<file path="src/rtl/mioc_od_parity_tx_pkg.sv">
// Shared definitions for the open-drain parity transmitter: state encoding,
// line levels for framing bits, and a frame-length helper.
package mioc_tx_pkg;

  localparam logic [2:0] ST_IDLE   = 3'd0;
  localparam logic [2:0] ST_START  = 3'd1;
  localparam logic [2:0] ST_DATA   = 3'd2;
  localparam logic [2:0] ST_PARITY = 3'd3;
  localparam logic [2:0] ST_STOP   = 3'd4;

  typedef enum logic [2:0] {
    S_IDLE   = ST_IDLE,
    S_START  = ST_START,
    S_DATA   = ST_DATA,
    S_PARITY = ST_PARITY,
    S_STOP   = ST_STOP
  } tx_state_e;

  localparam logic START_LVL = 1'b0;
  localparam logic STOP_LVL  = 1'b1;

  // Bits per frame: start + data + parity + stop.
  function automatic int FRAME_BITS(input int data_w);
    return data_w + 3;
  endfunction

  // Line level the transmitter wants in a given state; idle is a released line.
  function automatic logic line_bit(input tx_state_e st, input logic data_bit,
                                    input logic par);
    logic lvl;
    lvl = STOP_LVL;
    case (st)
      S_START:  lvl = START_LVL;
      S_DATA:   lvl = data_bit;
      S_PARITY: lvl = par;
      default:  lvl = STOP_LVL;
    endcase
    return lvl;
  endfunction

endpackage

</file>
<file path="src/rtl/mioc_od_parity_tx_if.sv">
// Handshake and wired-line bundle between a word source and the open-drain
// transmitter. The transmitter side uses the slave modport.
interface mioc_od_parity_tx_if #(
  parameter int DATA_W = 8
) ();

  logic [DATA_W-1:0] tx_data;
  logic              tx_valid;
  logic              tx_ready;
  logic              od_pd;
  logic              line_in;
  logic              busy;
  logic              done;
  logic              err_coll;

  modport master (
    output tx_data, tx_valid, line_in,
    input  tx_ready, od_pd, busy, done, err_coll
  );

  modport slave (
    input  tx_data, tx_valid, line_in,
    output tx_ready, od_pd, busy, done, err_coll
  );

endinterface

</file>
<file path="src/rtl/mioc_od_parity_tx_bit_timer.sv">
// Bit-period timer: counts 0..BIT_CYC-1 while enabled and flags the last
// cycle of each bit period.
module mioc_bit_timer #(
  parameter int BIT_CYC = 4
) (
  input  logic clk,
  input  logic rst_n,
  input  logic clr,
  input  logic en,
  output logic bit_end
);

  localparam int CW = $clog2(BIT_CYC);
  localparam logic [CW-1:0] LAST = CW'(BIT_CYC - 1);

  logic [CW-1:0] cyc_cnt;

  assign bit_end = (cyc_cnt == LAST);

  // NOTE: sequential state uses non-blocking assignments so every register
  // samples pre-edge values regardless of process ordering.
  always_ff @(posedge clk or negedge rst_n) begin
    if (!rst_n) begin
      cyc_cnt <= '0;
    end else if (clr) begin
      cyc_cnt <= '0;
    end else if (en) begin
      cyc_cnt <= bit_end ? '0 : cyc_cnt + CW'(1);
    end
  end

endmodule

</file>
<file path="src/rtl/mioc_od_parity_tx.sv">
// Open-drain single-wire transmitter: START, DATA (LSB first), odd parity, STOP.
// Define MIOC_READBACK_EN to abort a frame when the sensed line disagrees.
module mioc_od_parity_tx
  import mioc_tx_pkg::*;
#(
  parameter int DATA_W  = 8,
  parameter int BIT_CYC = 4
) (
  input logic                  clk,
  input logic                  rst_n,
  mioc_od_parity_tx_if.slave   bus
);

  localparam int BCW = $clog2(DATA_W);
  localparam logic [BCW-1:0] LAST_BIT = BCW'(DATA_W - 1);

  tx_state_e         state_q, state_d;
  logic [DATA_W-1:0] sh_q, sh_d;
  logic              par_q, par_d;
  logic [BCW-1:0]    cnt_q, cnt_d;
  logic              od_q, od_d;
  logic              busy_q, busy_d;
  logic              done_q, done_d;
  logic              err_q, err_d;
  logic              timer_clr, timer_en, bit_end;
  logic              accept, mismatch;

  assign bus.tx_ready = (state_q == S_IDLE) & bus.line_in;
  assign accept       = bus.tx_valid & bus.tx_ready;
  assign timer_en     = (state_q != S_IDLE);

  mioc_bit_timer #(.BIT_CYC(BIT_CYC)) u_timer (
    .clk     (clk),
    .rst_n   (rst_n),
    .clr     (timer_clr),
    .en      (timer_en),
    .bit_end (bit_end)
  );

`ifdef MIOC_READBACK_EN
  logic cur_bit;
  assign cur_bit  = line_bit(state_q, sh_q[0], par_q);
  // Sampled once per bit, at its last cycle, when the line has settled.
  assign mismatch = bit_end & (state_q != S_IDLE) & (bus.line_in ^ cur_bit);
`else
  assign mismatch = 1'b0;
`endif

  always_comb begin
    // NOTE: every signal written here gets a default first; a path that
    // leaves one unassigned would infer a latch.
    state_d   = state_q;
    sh_d      = sh_q;
    par_d     = par_q;
    cnt_d     = cnt_q;
    timer_clr = 1'b0;
    done_d    = 1'b0;
    err_d     = 1'b0;

    unique case (state_q)
      S_IDLE: begin
        if (accept) begin
          state_d   = S_START;
          sh_d      = bus.tx_data;
          par_d     = ~^bus.tx_data;
          cnt_d     = '0;
          timer_clr = 1'b1;
        end
      end
      S_START: begin
        if (bit_end) state_d = S_DATA;
      end
      S_DATA: begin
        if (bit_end) begin
          sh_d = sh_q >> 1;
          if (cnt_q == LAST_BIT) begin
            state_d = S_PARITY;
            cnt_d   = '0;
          end else begin
            cnt_d = cnt_q + BCW'(1);
          end
        end
      end
      S_PARITY: begin
        if (bit_end) state_d = S_STOP;
      end
      S_STOP: begin
        if (bit_end) begin
          state_d = S_IDLE;
          done_d  = 1'b1;
        end
      end
      default: state_d = S_IDLE;
    endcase

    // A collision overrides whatever the bit sequencing decided.
    if (mismatch) begin
      state_d   = S_IDLE;
      sh_d      = sh_q;
      cnt_d     = '0;
      timer_clr = 1'b1;
      done_d    = 1'b0;
      err_d     = 1'b1;
    end

    // Pull-down register tracks the next state so the line changes on the
    // same edge as the state.
    od_d   = (state_d != S_IDLE) & ~line_bit(state_d, sh_d[0], par_d);
    busy_d = (state_d != S_IDLE);
  end

  always_ff @(posedge clk or negedge rst_n) begin
    if (!rst_n) begin
      state_q <= S_IDLE;
    end else begin
      state_q <= state_d;
    end
  end

  always_ff @(posedge clk or negedge rst_n) begin
    if (!rst_n) begin
      sh_q   <= '0;
      par_q  <= 1'b0;
      cnt_q  <= '0;
      od_q   <= 1'b0;
      busy_q <= 1'b0;
      done_q <= 1'b0;
      err_q  <= 1'b0;
    end else begin
      sh_q   <= sh_d;
      par_q  <= par_d;
      cnt_q  <= cnt_d;
      od_q   <= od_d;
      busy_q <= busy_d;
      done_q <= done_d;
      err_q  <= err_d;
    end
  end

  assign bus.od_pd    = od_q;
  assign bus.busy     = busy_q;
  assign bus.done     = done_q;
  assign bus.err_coll = err_q;

endmodule

</file>
<file path="src/flat_wrapper.sv">
// flat-port wrapper written by rule: the top's interface ports become plain ports
module mioc_od_parity_tx_flat import mioc_tx_pkg::*;
#(
  parameter int DATA_W  = 8,
  parameter int BIT_CYC = 4
)
  (clk, rst_n, bus_tx_data, bus_tx_valid, bus_line_in, bus_tx_ready, bus_od_pd, bus_busy, bus_done, bus_err_coll);
  mioc_od_parity_tx_if #(.DATA_W(DATA_W)) bus_i ();
  input logic clk;
  input logic rst_n;
  input wire logic [$bits(bus_i.tx_data)-1:0] bus_tx_data;
  input wire logic [$bits(bus_i.tx_valid)-1:0] bus_tx_valid;
  input wire logic [$bits(bus_i.line_in)-1:0] bus_line_in;
  output wire logic [$bits(bus_i.tx_ready)-1:0] bus_tx_ready;
  output wire logic [$bits(bus_i.od_pd)-1:0] bus_od_pd;
  output wire logic [$bits(bus_i.busy)-1:0] bus_busy;
  output wire logic [$bits(bus_i.done)-1:0] bus_done;
  output wire logic [$bits(bus_i.err_coll)-1:0] bus_err_coll;
  assign bus_i.tx_data = bus_tx_data;
  assign bus_i.tx_valid = bus_tx_valid;
  assign bus_i.line_in = bus_line_in;
  assign bus_tx_ready = bus_i.tx_ready;
  assign bus_od_pd = bus_i.od_pd;
  assign bus_busy = bus_i.busy;
  assign bus_done = bus_i.done;
  assign bus_err_coll = bus_i.err_coll;
  mioc_od_parity_tx #(.DATA_W(DATA_W), .BIT_CYC(BIT_CYC)) u_core (.clk(clk), .rst_n(rst_n), .bus(bus_i));
endmodule
</file>
<file path="config.mk">
export PLATFORM = sky130hd
export DESIGN_NAME = mioc_od_parity_tx_flat
export DESIGN_NICKNAME = d
export VERILOG_FILES = /design/src/rtl/mioc_od_parity_tx_pkg.sv /design/src/rtl/mioc_od_parity_tx_if.sv /design/src/rtl/mioc_od_parity_tx_bit_timer.sv /design/src/rtl/mioc_od_parity_tx.sv /design/src/flat_wrapper.sv
export SDC_FILE = /design/constraint.sdc
export NUM_CORES = 1
export LEC_CHECK = 0
export CAP_MARGIN = 5
export CORE_AREA = 2 2 44 62
export DETAILED_ROUTE_END_ITERATION = 10
export DIE_AREA = 0 0 46 64
export DONT_BUFFER_PORTS = 1
export GPL_TIMING_DRIVEN = 0
export PLACE_DENSITY_LB_ADDON = 0.15
export SLEW_MARGIN = 10
export SYNTH_ARGS = -nofsm -noshare
export SYNTH_HDL_FRONTEND = slang
export SYNTH_SLANG_ARGS = --single-unit
</file>
<file path="constraint.sdc">
create_clock -name clk -period 1.6 [get_ports clk]
set_input_delay 0.16 -clock clk [delete_from_list [all_inputs] [get_ports clk]]
set_output_delay 0.16 -clock clk [all_outputs]
set_load 0.01 [all_outputs]
</file>
==> flow_summary.yaml, run 1 <==
power_and_ir_drop:
  p_comb_share_pct: 45.2
  clkPwrFrac_pct: 14.1
  irDropWorstVdd_mv: 0.8148
  power_frac_seq_pct: 40.7
  p_per_area_mw_per_mm2: 1631
  finalPower_uw: 2098
  internal_power_uw: 1378
  p_leak_uw: 0.0006212
  switching_share_pct: 34.34
  p_switching_uw: 720.5
yosys:
  synth_fa_ha_area_share_pct: 3.641
  synth_compound_area_share_pct: 16.63
  postSynthCellCount: 93
  netlist_area_mm2: 0.001031
  synth-edff-count: 0
  yosysTopAreaCellShare_pct: 48.54
  synth_top_family_by_area: "compound AO/OA/AOI/OAI gates"
  synth_top_area_cell: "dfrtp_1"
  ys_ff_latch: 20
  synth_most_common_cell: "dfrtp_1"
  synthXorXnorAreaFrac_pct: 6.796
  synth.net_count: 108
  netlist-cell-type-count: 32
  ys_warn_count: 0
  synthArstFlopShare_pct: 100.0
  synth-simple-area-share_pct: 14.93
  synth_flop_cell: "dfrtp_1"
  yosys-top-cells-count: "dfrtp_1, inv_1, o21ai_0"
  muxShareOfSynthArea_pct: 0.9709
  syn_area_per_cell_um2: 11.09
  synth_area_leaders: "dfrtp_1, xnor2_1, a222oi_1"
  synth_seq_area_share_pct: 48.54
clock_tree:
  clockBufferDepth: 2
  cts_tree: "built"
  clock-sinks: 20
  clk_root_buffer_cell: "clkbuf_4"
  cts_buffers: 3
  insertion_delay_ns: 0.30
  clk_pin_slew_ns: 0.11
  cts_htree_levels: 1
setup_path:
  startpoint_type: "flip-flop"
  worstPathRequired_ns: 1.80
  cp-end-kind: "flip-flop"
  worstPathMaxFanout: 9
  criticalPathCategory: "flip-flop to flip-flop"
  worstPathArrival_ns: 1.77
floorplanning:
  die_w_um: 46
  design.core.area_mm2: 0.002365
  die-area_mm2: 0.002944
  ios: 17
  die_h_um: 64
  rows: 21
  start_util_pct: 43.60
detailed_routing:
  dr.pass1.iters: 5
  drt_iter0_drc: 36
  drc: 0
  wl_per_cell_um: 13.34
  via_per_inst: 5.529
  drtAntennaViolNets: 0
  wl_mm: 1.868
  via_count: 774
outcome:
  outcome: "finished, final reports clean"
sta:
  clock.fmax_mhz: 638.9
  hold_viol_final: 0
  setup_violations: 0
  slew_viol_final: 0
  maxSlewHeadroom_pct: 40.63
  clock-skew-final_ns: 0.003833
  min_period_over_period_pct: 97.83
  rsz0062_at_grt: "true"
  worst_pin_slew_ns: 0.8876
  period_minus_slack_ns: 1.565
grt:
  antenna_found_initial: 0
  grt_pass1_vias: 752
  grt_pass1_wl_mm: 3.298
  grt_start_max_net_pins: 21
  overflow: 0
  grt.total_usage_pct: 15.22
min_path:
  hold_path_class: "primary input to flip-flop"
final_layout:
  fin_cells: 140
  drive_gt1_share_pct: 23.08
  nNetsFinal: 133
  fin_util_pct: 54.39
  diodes: 0
  fill_cells: 221
  area_growth_pct: 24.76
placement:
  gp_congestion: 0.6946
  place_inst: 116
  dp_hpwl_mm: 1.238
  io_buffers: 0
run:
  cap_viol_max_count: 0
## worst paths after layout
kind	start	end	slack (ns)	depth (start not counted)
setup / recovery	u_core.state_q[0]	u_core.sh_q[0]	0.03	5
hold / removal	bus_line_in	u_core.u_timer.cyc_cnt[0]	0.09	3
setup reg to reg	u_core.state_q[0]	u_core.sh_q[0]	0.03	5
hold reg to reg	u_core.par_q	u_core.bus.od_pd	0.49	1
max in group asynchronous	rst_n	u_core.cnt_q[0]	0.64	1
min in group asynchronous	rst_n	u_core.u_timer.cyc_cnt[0]	0.41	1
## state kept, by name, summed over array words and instances (netlist names)
| signal | flops |
|---|---|
| u_core.sh_q | 8 |
| u_core.bus.busy | 1 |
| u_core.par_q | 1 |
| u_core.cnt_q | 3 |
| u_core.bus.done | 1 |
| u_core.state_q | 3 |
| u_core.u_timer.cyc_cnt | 2 |
| u_core.bus.od_pd | 1 |
## layout make-up
class,count,area [um2],area share (%)
inverters,11,41.29,3.210
well taps,23,28.78,2.237
clock buffers,4,36.28,2.821
plain buffers,5,42.54,3.307
flip-flops and latches,20,500.5,38.91
repair buffers,20,170.2,13.23
multi-input cells,57,466.7,36.28
## placed cells by master, fill, tap and decap left out, types with 2 or more instances in the layout
cell type,n
xnor2_1,7
inv_1,11
dlygate4sd3_1,9
a222oi_1,6
nand2_1,5
nor3_4,2
nor2b_1,2
ha_1,2
nand3_1,3
buf_2,2
a22o_2,2
dfrtp_1,20
buf_6,2
buf_4,12
o21ai_1,2
clkbuf_4,3
o21ai_0,6
## power groups by stage
| stage | Clock (uW) | Sequential, uW | Combinational, uW |
|---|---|---|---|
| 5_1_grt | 329 | 878 | 1070 |
| 2_1_floorplan | 0 | 825 | 612 |
| 6_report | 296 | 854 | 948 |
| 3_3_place_gp | 0 | 852 | 700 |
| 4_1_cts | 307 | 855 | 781 |
| 3_5_place_dp | 0 | 859 | 712 |
## worst max-delay path, cell delays in order, from the launching register on
cell and delay (ns):
dfrtp_1 0.50, nor3_4 0.28, nor2b_1 0.18, buf_4 0.17, nor3_1 0.05, a221o_1 0.27
## stage by stage
| stage | TNS, ns | area (um2) | hold slack (ns) | worst slack, ns |
|---|---|---|---|---|
| 2_1_floorplan | 0 | 1031 | -0.1356 | 0.03674 |
| 3_3_place_gp | -0.5784 | 1060 | -0.1351 | -0.1081 |
| 3_5_place_dp | -0.7548 | 1060 | -0.1349 | -0.1265 |
| 4_1_cts | 0 | 1196 | 0.0007770 | 0.001271 |
| 5_1_grt | -0.2749 | 1286 | 0.1190 | -0.09561 |
| 6_report | 0 | 1286 | 0.09354 | 0.03473 |
## logic make-up (layout without fill, tap and decap cells)
| family | Yosys count | after routing |
|---|---|---|
| xor+xnor | 8 | 8 |
| flops | 20 | 20 |
| simple gates | 22 | 22 |
| compound gates | 22 | 22 |
| mux | 1 | 1 |
| fa+ha+maj | 3 | 3 |
| buf+inv | 16 | 40 |
| other cells | 1 | 1 |
## timing repair
item | in CTS | in global routing
pin swaps | 2 | 7
cloned | 0 | 1
hold buffers | 8 | 1
gates resized for setup | 2 | 4
buffers inserted | 1 | 9
endpoints found under the setup margin | 11 | 9
endpoints found under the hold margin | 27 | 1
## per-layer routing
| layer | GRT usage [%] | part of all wire (%) | vias to the layer above |
|---|---|---|---|
| li1 | - | - | 377 |
| met1 | 19.38 | 40 | 374 |
| met2 | 24.48 | 54 | 18 |
| met3 | 1.695 | 3.3 | 5 |
| met4 | 7.500 | 2.5 | 0 |
| met5 | 0 | 0 | - |
No activity file was read; power rests on OpenSTA's default activity.
==> inputs of run 2 (changes only) <==
Settings changed: ABC_AREA set to 1, CORE_AREA 2 2 44 62 to 2 2 46 65, CTS_CLUSTER_SIZE set to 30, DIE_AREA 0 0 46 64 to 0 0 48 67.
==> run 2 against run 1 <==
  * Critical path depth increased by 1
  * Sequential cell count unchanged
  * Via count increased by 17%
  * Critical endpoint is now u_core.cnt_q[2]
  * Largest power group is now sequential cells
  * Highest routed layer unchanged
==> flow_summary.yaml, run 2 <==
sta:
  min_period_over_period_pct: 93.44
  setup_violations: 0
  timing.hold.ws_ns: 0.008558
  rsz0062_at_grt: "true"
  slew_viol_final: 0
  clock.fmax_mhz: 668.9
  clock-skew-final_ns: 0.001824
  hold_viol_final: 0
  setup_ws_ns: 0.1049
  period_minus_slack_ns: 1.495
  worst_pin_slew_ns: 0.8848
  maxSlewHeadroom_pct: 40.82
clock_tree:
  clock-sinks: 20
  post_cts_buffers: 0
  clk_pin_slew_ns: 0.11
  cts_htree_levels: 1
  clk_root_buffer_cell: "clkbuf_4"
  clockBufferDepth: 2
  cts_tree: "built"
  insertion_delay_ns: 0.29
  cts_buffers: 3
  post_cts_resize_count: 0
placement:
  dp_hpwl_mm: 1.543
  dp_slack_ns: 0.1218
  place_inst: 183
  io_buffers: 0
  gp_congestion: 0.7597
grt:
  overflow: 0
  grt_pass1_wl_mm: 3.491
  grt.total_usage_pct: 15.13
  grt_start_max_net_pins: 21
  antenna_found_initial: 0
  grt_pass1_vias: 901
yosys:
  postSynthCellCount: 147
  synth_area_leaders: "dfrtp_1, nand2_1, inv_1"
  yosys-top-cells-count: "nand2_1, dfrtp_1, inv_1"
  synth_seq_area_share_pct: 44.64
  synth.net_count: 162
  synthArstFlopShare_pct: 100.0
  netlist_area_mm2: 0.001121
  ys_ff_latch: 20
  yosysTopAreaCellShare_pct: 44.64
  synth_most_common_cell: "nand2_1"
  netlist-cell-type-count: 24
  syn_area_per_cell_um2: 7.626
  synth_top_area_cell: "dfrtp_1"
  ys_warn_count: 0
  synth_flop_cell: "dfrtp_1"
  synth-edff-count: 0
min_path:
  hold_path_class: "primary input to flip-flop"
  holdCritStartpoint: "bus_tx_data[2]"
detailed_routing:
  dr.pass1.iters: 4
  drc: 0
  wl_mm: 2.018
  drt_iter0_drc: 13
  via_per_inst: 4.734
  via_count: 909
  drtAntennaViolNets: 0
  wl_per_cell_um: 10.51
floorplanning:
  die_h_um: 67
  start_util_pct: 42.87
  die_w_um: 48
  die-area_mm2: 0.003216
  ios: 17
  design.core.area_mm2: 0.002615
  rows: 22
power_and_ir_drop:
  p_per_area_mw_per_mm2: 1565
  irDropWorstVdd_mv: 0.6714
  p_leak_uw: 0.0006997
final_layout:
  final_cell_mix: "nand2_1, dfrtp_1, inv_1"
  largest_register: "u_core.sh_q"
  fin_cells: 192
  nNetsFinal: 172
  area_growth_pct: 11.72
  final_common_cell: "nand2_1"
  largest_reg_flops: 8
  fill_cells: 264
  drive_gt1_share_pct: 10.90
  reg_top3: "u_core.sh_q: 8 flops, u_core.cnt_q: 3 flops, u_core.state_q: 3 flops"
  diodes: 0
  fin_util_pct: 47.89
run:
  cap_viol_max_count: 0
setup_path:
  r2r_start: "u_core.state_q[0]"
  worstPathRequired_ns: 1.79
  startpoint_type: "flip-flop"
  worstPathMaxFanout: 10
  cp-end-kind: "flip-flop"
  r2r_slack_ns: 0.10
  worstPathArrival_ns: 1.69
  startpoint: "u_core.state_q[0]"
  criticalPathCategory: "flip-flop to flip-flop"
outcome:
  outcome: "finished, final reports clean"
run 2: changes by cell type after synthesis, sizes merged, moves of 3 or more:
cell / delta
a22oi: +5
xnor2: -7
inv: +8
nand2: +59
nor2: +10
buf: -3
o21ai: -6
nand3: +4
a222oi: -6
run 2: layout make-up:
| type | count | area (um2) | share of cell area (%) |
|---|---|---|---|
| multi-input combinational | 106 | 530.5 | 42.36 |
| tap | 36 | 45.04 | 3.596 |
| sequential | 20 | 500.5 | 39.96 |
| buffer | 2 | 18.77 | 1.499 |
| timing repair buffer | 5 | 50.05 | 3.996 |
| clock buffer | 4 | 36.28 | 2.897 |
| inverter | 19 | 71.32 | 5.694 |
run 2: path summary, 6_finish.rpt:
kind,cells past startpoint,endpoint
max,6,u_core.cnt_q[2]
max in group asynchronous,1,u_core.sh_q[5]
min,2,u_core.sh_q[2]
min in group asynchronous,1,u_core.u_timer.cyc_cnt[1]
min reg2reg,2,u_core.sh_q[0]
max reg2reg,6,u_core.cnt_q[2]
run 2: metal layers:
metal / vias up / part of all wire (%) / track usage (%)
li1: 480 / - / -
met1: 414 / 44 / 17.55
met2: 13 / 52 / 26.17
met3: 2 / 2.1 / 0.8130
met4: 0 / 1.7 / 8.108
met5: - / 0 / 0
run 2: power breakdown:
| part | internal (uW) | leakage (uW) | switching, uW |
|---|---|---|---|
| sequential | 711 | 0.000257 | 153 |
| combinational | 314 | 0.000422 | 495 |
| clock | 139 | 0.0000210 | 148 |
| total | 1160 | 0.000700 | 797 |
run 2: cells by family (layout without fill, tap and decap cells):
logic type | count (synthesis) | in the layout | synth area share [%]
adder cells (fa/ha/maj) | 3 | 3 | 3.349
AND/OR/NAND/NOR | 87 | 87 | 34.04
AO/OA/AOI/OAI | 14 | 14 | 8.818
other | 1 | 1 | 0.3345
flip-flops | 20 | 20 | 44.64
XOR/XNOR | 1 | 1 | 0.7814
buffers and inverters | 21 | 30 | 8.036
run 2: worst max-delay path: stages (launching register included):
cell and delay [ns]:
dfrtp_1 0.47, nor2_2 0.24, nand4_4 0.19, nand2_2 0.12, nand2_2 0.06, buf_6 0.14, a22o_1 0.18
run 2: timing repair:
item / 4_1_cts / 5_1_grt
endpoints found under the hold margin: 24 / 0
endpoints found under the setup margin: 0 / 3
hold buffers: 5 / 0
run 2: per-stage QoR:
stage / area, um2 / power [uW] / setup TNS [ns]
2_1_floorplan: 1121 / 1511 / 0
3_3_place_gp: 1166 / 1646 / 0
3_5_place_dp: 1166 / 1672 / 0
4_1_cts: 1252 / 1985 / 0
5_1_grt: 1252 / 2136 / -0.01839
6_report: 1252 / 1960 / 0
